--- config.mk ---
export PLATFORM = sky130hd
export DESIGN_NAME = sync_fifo_ctrl
export DESIGN_NICKNAME = d
export VERILOG_FILES = /design/src/rtl/sync_fifo_pkg.sv /design/src/rtl/fifo_mem_2p.sv /design/src/rtl/sync_fifo_ctrl.sv
export SDC_FILE = /design/constraint.sdc
export NUM_CORES = 1
export LEC_CHECK = 0
export ABC_AREA = 0
export BUFFER_PORTS_ARGS = -buffer_cell sky130_fd_sc_hd__buf_2
export CAP_MARGIN = 20
export CORE_ASPECT_RATIO = 0.9
export CORE_MARGIN = 5
export CORE_UTILIZATION = 40
export DETAILED_ROUTE_END_ITERATION = 10
export PLACE_DENSITY = 0.67
export REMOVE_ABC_BUFFERS = 1
export SETUP_SLACK_MARGIN = 0.02
export SKIP_LAST_GASP = 1
export SYNTH_ARGS = -nofsm -noshare
export SYNTH_HDL_FRONTEND = slang
export SYNTH_SLANG_ARGS = --single-unit
--- constraint.sdc ---
create_clock -name clk -period 3.05 [get_ports clk]
set_clock_uncertainty 0.15 [all_clocks]
set_input_delay 0.61 -clock clk [delete_from_list [all_inputs] [get_ports clk]]
set_output_delay 0.61 -clock clk [all_outputs]
set_load 0.005 [all_outputs]
--- src/rtl/sync_fifo_pkg.sv ---
// Shared types, defaults and helpers for the synchronous FIFO controller family.
// Pointer wrap and flag decode live here so every FIFO variant computes them identically.
package sync_fifo_pkg;

    typedef enum logic {
        FIFO_STD  = 1'b0,
        FIFO_FWFT = 1'b1
    } fifo_mode_e;

    localparam int DEF_WIDTH = 8;
    localparam int DEF_DEPTH = 8;

    typedef struct packed {
        logic full;
        logic empty;
        logic almost_full;
        logic almost_empty;
    } fifo_flags_t;

    // Wraps by explicit compare so non-power-of-2 depths work.
    function automatic int unsigned ptr_inc(input int unsigned ptr, input int unsigned depth);
        return (ptr == depth - 32'd1) ? 32'd0 : ptr + 32'd1;
    endfunction

    function automatic fifo_flags_t flags_decode(input int unsigned cnt,
                                                 input int unsigned depth,
                                                 input int unsigned af_thresh,
                                                 input int unsigned ae_thresh);
        fifo_flags_t f;
        f.full         = (cnt == depth);
        f.empty        = (cnt == 32'd0);
        f.almost_full  = (cnt >= af_thresh);
        f.almost_empty = (cnt <= ae_thresh);
        return f;
    endfunction

endpackage

--- src/rtl/fifo_mem_2p.sv ---
// Two-port storage array: one synchronous write port, one asynchronous read port.
// Reads of the address being written in the same cycle return the old word.
module fifo_mem_2p #(
    parameter int WIDTH = 8,
    parameter int DEPTH = 8
) (
    input  logic                     clk,
    input  logic                     we,
    input  logic [$clog2(DEPTH)-1:0] waddr,
    input  logic [WIDTH-1:0]         wdata,
    input  logic [$clog2(DEPTH)-1:0] raddr,
    output logic [WIDTH-1:0]         rdata
);

    logic [WIDTH-1:0] mem [DEPTH];

    // NOTE: the array has no reset; occupancy tracking guarantees stale words are never presented.
    always_ff @(posedge clk) begin
        if (we) begin
            mem[waddr] <= wdata;
        end
    end

    assign rdata = mem[raddr];

endmodule

--- src/rtl/sync_fifo_ctrl.sv ---
// Parametrised synchronous FIFO with programmable almost flags, occupancy count,
// overflow/underflow pulses, arbitrary depth and selectable standard or FWFT read mode.
module sync_fifo_ctrl
    import sync_fifo_pkg::*;
#(
    parameter int WIDTH     = DEF_WIDTH,
    parameter int DEPTH     = DEF_DEPTH,
    parameter int AF_THRESH = DEPTH - 1,
    parameter int AE_THRESH = 1,
    parameter int FWFT      = 0
) (
    input  logic                       clk,
    input  logic                       rst,
    input  logic                       w_en,
    input  logic [WIDTH-1:0]           data_in,
    input  logic                       r_en,
    output logic [WIDTH-1:0]           data_out,
    output logic                       rd_valid,
    output logic                       full,
    output logic                       empty,
    output logic                       almost_full,
    output logic                       almost_empty,
    output logic [$clog2(DEPTH+1)-1:0] count,
    output logic                       overflow,
    output logic                       underflow
);

    localparam int         PTR_W = $clog2(DEPTH);
    localparam int         CNT_W = $clog2(DEPTH + 1);
    localparam fifo_mode_e MODE  = (FWFT != 0) ? FIFO_FWFT : FIFO_STD;

    if (WIDTH < 1) begin : g_chk_width
        $error("sync_fifo_ctrl: WIDTH must be >= 1");
    end
    if (DEPTH < 2) begin : g_chk_depth
        $error("sync_fifo_ctrl: DEPTH must be >= 2");
    end
    if (AF_THRESH < 1 || AF_THRESH > DEPTH) begin : g_chk_af
        $error("sync_fifo_ctrl: AF_THRESH must be in 1..DEPTH");
    end
    if (AE_THRESH < 0 || AE_THRESH >= AF_THRESH) begin : g_chk_ae
        $error("sync_fifo_ctrl: AE_THRESH must be in 0..AF_THRESH-1");
    end
    if (FWFT != 0 && FWFT != 1) begin : g_chk_fwft
        $error("sync_fifo_ctrl: FWFT must be 0 or 1");
    end

    logic [PTR_W-1:0] wr_ptr;
    logic [PTR_W-1:0] rd_ptr;
    logic [CNT_W-1:0] count_q;
    logic [WIDTH-1:0] mem_rdata;
    logic             overflow_q;
    logic             underflow_q;
    logic             wr_ok;
    logic             rd_ok;
    fifo_flags_t      flags;

    assign flags = flags_decode(32'(count_q), DEPTH, AF_THRESH, AE_THRESH);

    // A full FIFO still accepts a write when a read frees the slot in the same cycle;
    // an empty FIFO never satisfies a read, even with a concurrent write.
    always_comb begin
        wr_ok = w_en & (~flags.full | r_en);
        rd_ok = r_en & ~flags.empty;
    end

    // NOTE: sequential state uses non-blocking assignments so every register samples pre-edge values.
    always_ff @(posedge clk) begin
        if (rst) begin
            wr_ptr  <= '0;
            rd_ptr  <= '0;
            count_q <= '0;
        end else begin
            if (wr_ok) begin
                wr_ptr <= PTR_W'(ptr_inc(32'(wr_ptr), DEPTH));
            end
            if (rd_ok) begin
                rd_ptr <= PTR_W'(ptr_inc(32'(rd_ptr), DEPTH));
            end
            case ({wr_ok, rd_ok})
                2'b10:   count_q <= count_q + CNT_W'(1);
                2'b01:   count_q <= count_q - CNT_W'(1);
                default: count_q <= count_q;
            endcase
        end
    end

    always_ff @(posedge clk) begin
        if (rst) begin
            overflow_q  <= 1'b0;
            underflow_q <= 1'b0;
        end else begin
            overflow_q  <= w_en & ~wr_ok;
            underflow_q <= r_en & ~rd_ok;
        end
    end

    fifo_mem_2p #(
        .WIDTH (WIDTH),
        .DEPTH (DEPTH)
    ) u_mem (
        .clk   (clk),
        .we    (wr_ok),
        .waddr (wr_ptr),
        .wdata (data_in),
        .raddr (rd_ptr),
        .rdata (mem_rdata)
    );

    if (MODE == FIFO_STD) begin : g_std
        logic [WIDTH-1:0] dout_q;
        logic             rd_valid_q;

        // Registered read: sampling the array at the edge yields the old word on an address collision.
        always_ff @(posedge clk) begin
            if (rst) begin
                dout_q     <= '0;
                rd_valid_q <= 1'b0;
            end else begin
                rd_valid_q <= rd_ok;
                if (rd_ok) begin
                    dout_q <= mem_rdata;
                end
            end
        end

        assign data_out = dout_q;
        assign rd_valid = rd_valid_q;
    end else begin : g_fwft
        assign data_out = flags.empty ? '0 : mem_rdata;
        assign rd_valid = ~flags.empty;
    end

    assign full         = flags.full;
    assign empty        = flags.empty;
    assign almost_full  = flags.almost_full;
    assign almost_empty = flags.almost_empty;
    assign count        = count_q;
    assign overflow     = overflow_q;
    assign underflow    = underflow_q;

endmodule

==> impl_metrics.csv <==
group,metric,value,unit
final_layout,drive_above_1_share,0.244,
floorplanning,dieArea,0.0105,mm2
floorplanning,chipWidth,108,um
placement,io_buffers,30,
timing,finalHoldViolCount,0,
clock_tree,post_cts_resized,0,
logic_synthesis,ys_seq_area_frac,0.683,
final_layout,syn2layout_area_growth,15.4,%
detailed_routing,wl_met1,2.76,mm
setup_path,critical_path_class,"flip-flop to flip-flop",
logic_synthesis,netlist_instances,224,
detailed_routing,wirelength,6.54,mm
detailed_routing,final_antenna_net_count,0,
placement,post_dp_cell_area,0.00376,mm2
timing,worst_slew_pin_slew,785,ps
setup_path,end_kind,"flip-flop",
timing,setup_viol,0,
detailed_routing,drtIter0Drc,141,
setup_path,cp_common_cell,"ha_1",
detailed_routing,vias_per_cell,4.97,
detailed_routing,dr_wl_met2,3.38,mm
clock_tree,cts_max_path_buffers,2,
setup_path,crit_chain,"inv_1 -> ha_1 -> or3b_4 -> nand2_2 -> inv_2 -> ha_1 -> or4b_1 -> a21oi_2 -> xnor2_1 -> nor2_1",
floorplanning,core-area,0.00849,mm2
logic_synthesis,yosys_most_used_dff,"edfxtp_1",
setup_path,slowest_stage,"or4b_1",
timing,min_period,2620,ps
logic_synthesis,yosysTopAreaCell,"edfxtp_1",
detailed_routing,dr.max_layer_used,"met4",
setup_path,cp.arrival,2700,ps
logic_synthesis,yosys_register_bits,85,
clock_tree,path_clk_slew,90,ps
power,ir_worst_vdd,291,uV
grt,grt_first_pass_wirelength,10.4,mm
logic_synthesis,yosysWarnings,0,
detailed_routing,dr.pass1.iters,5,
placement,place_congestion,0.776,
final_layout,stdcell_count,390,
setup_path,max_stage_delay,470,ps
clock_tree,cts_setup_buffers,0,
run_status,outcome,"finished clean",
clock_tree,clock_sinks,85,
grt,grt_pass1_vias,1942,
logic_synthesis,async_reset_ff_frac,0,
detailed_routing,routed-via-count,1939,
grt,grt_overflow,0,
clock_tree,cts_tree,"yes",
worst_hold_path,hp-class,"flip-flop to flip-flop",
grt,grt_max_degree,36,
grt,grt_antenna_before_repair,0,
final_layout,antenna_cells,0,
timing,max_freq,382,MHz
timing,tns,0,ps
logic_synthesis,yosys.area.top_type_share,0.560,
final_layout,final_common_cell,"edfxtp_1",
logic_synthesis,syn_area,0.00343,mm2
setup_path,start_kind,"flip-flop",
timing,maxSlewViolCount,0,
run,drv_cap,0,
floorplanning,ios,31,
final_layout,nets,288,
detailed_routing,drc_errors,0,
final_layout,final_core_util,0.466,
clock_tree,cts_max_level,3,
timing,relSlewSlack,0.476,
logic_synthesis,synthTopCellsByArea,"edfxtp_1 56%, dfxtp_1 12%, mux2i_1 9.9%, a22oi_1 3.5%, ha_1 3.3%",
logic_synthesis,yosys.cell_types.count,41,
floorplanning,num_rows,32,
clock_tree,cts_hold_buf,0,
detailed_routing,route.met3.wl,327,um
placement,hpwl,4.18,mm
logic_synthesis,syn-mean-instance-area,15.3,um2
final_layout,stdcell_area,0.00396,mm2
clock_tree,cts_made_buffers,9,
placement,dp_cells,375,
floorplanning,die_h,97.8,um
power,p_leak,1.41,nW
floorplanning,initial_core_util,0.404,
detailed_routing,wire_per_inst,16.8,um
setup_path,required,3130,ps
final_layout,layout_common_cells,"64 x edfxtp_1, 34 x mux2i_1, 30 x buf_2",
logic_synthesis,synth_edf_count,64,
power,power_density,717,mW/mm2
setup_path,worst-path-max-fanout,7,
timing,timing.final.crit_share,0.859,
clock_tree,root_buffer,"clkbuf_8",
timing,rsz0062_at_grt,"no",
clock_tree,clock_latency,340,ps
grt,track_usage,0.131,
## area by class of cell
cell class | count | area [um2]
clock buffer | 9 | 124
clock inverter | 6 | 72.6
fill | 781 | 4530
inverter | 5 | 18.8
multi-input combinational | 126 | 1020
sequential | 85 | 2340
tap | 119 | 149
timing repair buffer | 40 | 225
## cell families (layout without fill, tap and decap cells)
family	count (synthesis)	in the layout	synth area share
adder cells (fa/ha/maj)	9	9	0.0328
AO/OA/AOI/OAI	35	35	0.0795
flip-flops	85	85	0.683
buffers and inverters	13	60	0.0201
XOR/XNOR	3	3	0.00766
AND/OR/NAND/NOR	45	45	0.0777
multiplexers	34	34	0.0992
## Yosys cell counts, types with 3 or more instances
cell / number
nor3_1: 5
a22oi_1: 16
dfxtp_1: 21
edfxtp_1: 64
inv_1: 3
nand2_1: 8
ha_1: 9
a21oi_1: 6
nand2b_1: 3
nor2_1: 10
a32o_1: 7
or3_1: 3
mux2i_1: 34
buf_4: 3
## critical path: cells and delay by family, from the launching register on
kind	cells	cell delay, ps
AND/OR/NAND/NOR	4	880
adder cells (fa/ha/maj)	2	490
flip-flops	1	450
buffers and inverters	2	240
AO/OA/AOI/OAI	1	160
XOR/XNOR	1	120
## report_power, final
group	internal (mW)	leakage, nW	switching (mW)
clock	0.381	0.0959	0.404
combinational	0.303	0.561	0.361
sequential	1.33	0.753	0.0567
## metrics by stage
step                setup WS, ps  hold WS [ps]  power (mW)
finish                       429           323        2.84
global route                 257           350        3.00
CTS                          416           330        2.87
detailed placement           431           309        2.09
global placement             514           302        2.07
floorplan                    620           315        1.87
## registers in the layout, summed over array words and instances (netlist names)
| name | count |
|---|---|
| u_mem.mem | 64 |
| overflow | 1 |
| underflow | 1 |
| rd_valid | 1 |
| rd_ptr | 3 |
| count | 4 |
| wr_ptr | 3 |
| data_out | 8 |
## final timing paths
check / startpoint / end / slack, ps / cells after the start
max: count[0] / count[3] / 430 / 10
min: data_out[1] / data_out[1] / 320 / 1
max reg2reg: count[0] / count[3] / 430 / 10
min reg2reg: data_out[1] / data_out[1] / 320 / 1
## layer usage
layer | vias up | GRT usage
li1 | 950 | -
met1 | 946 | 0.165
met2 | 38 | 0.217
met3 | 5 | 0.0344
met4 | 0 | 0.0495
met5 | - | 0
No activity file was read; power rests on OpenSTA's default activity.
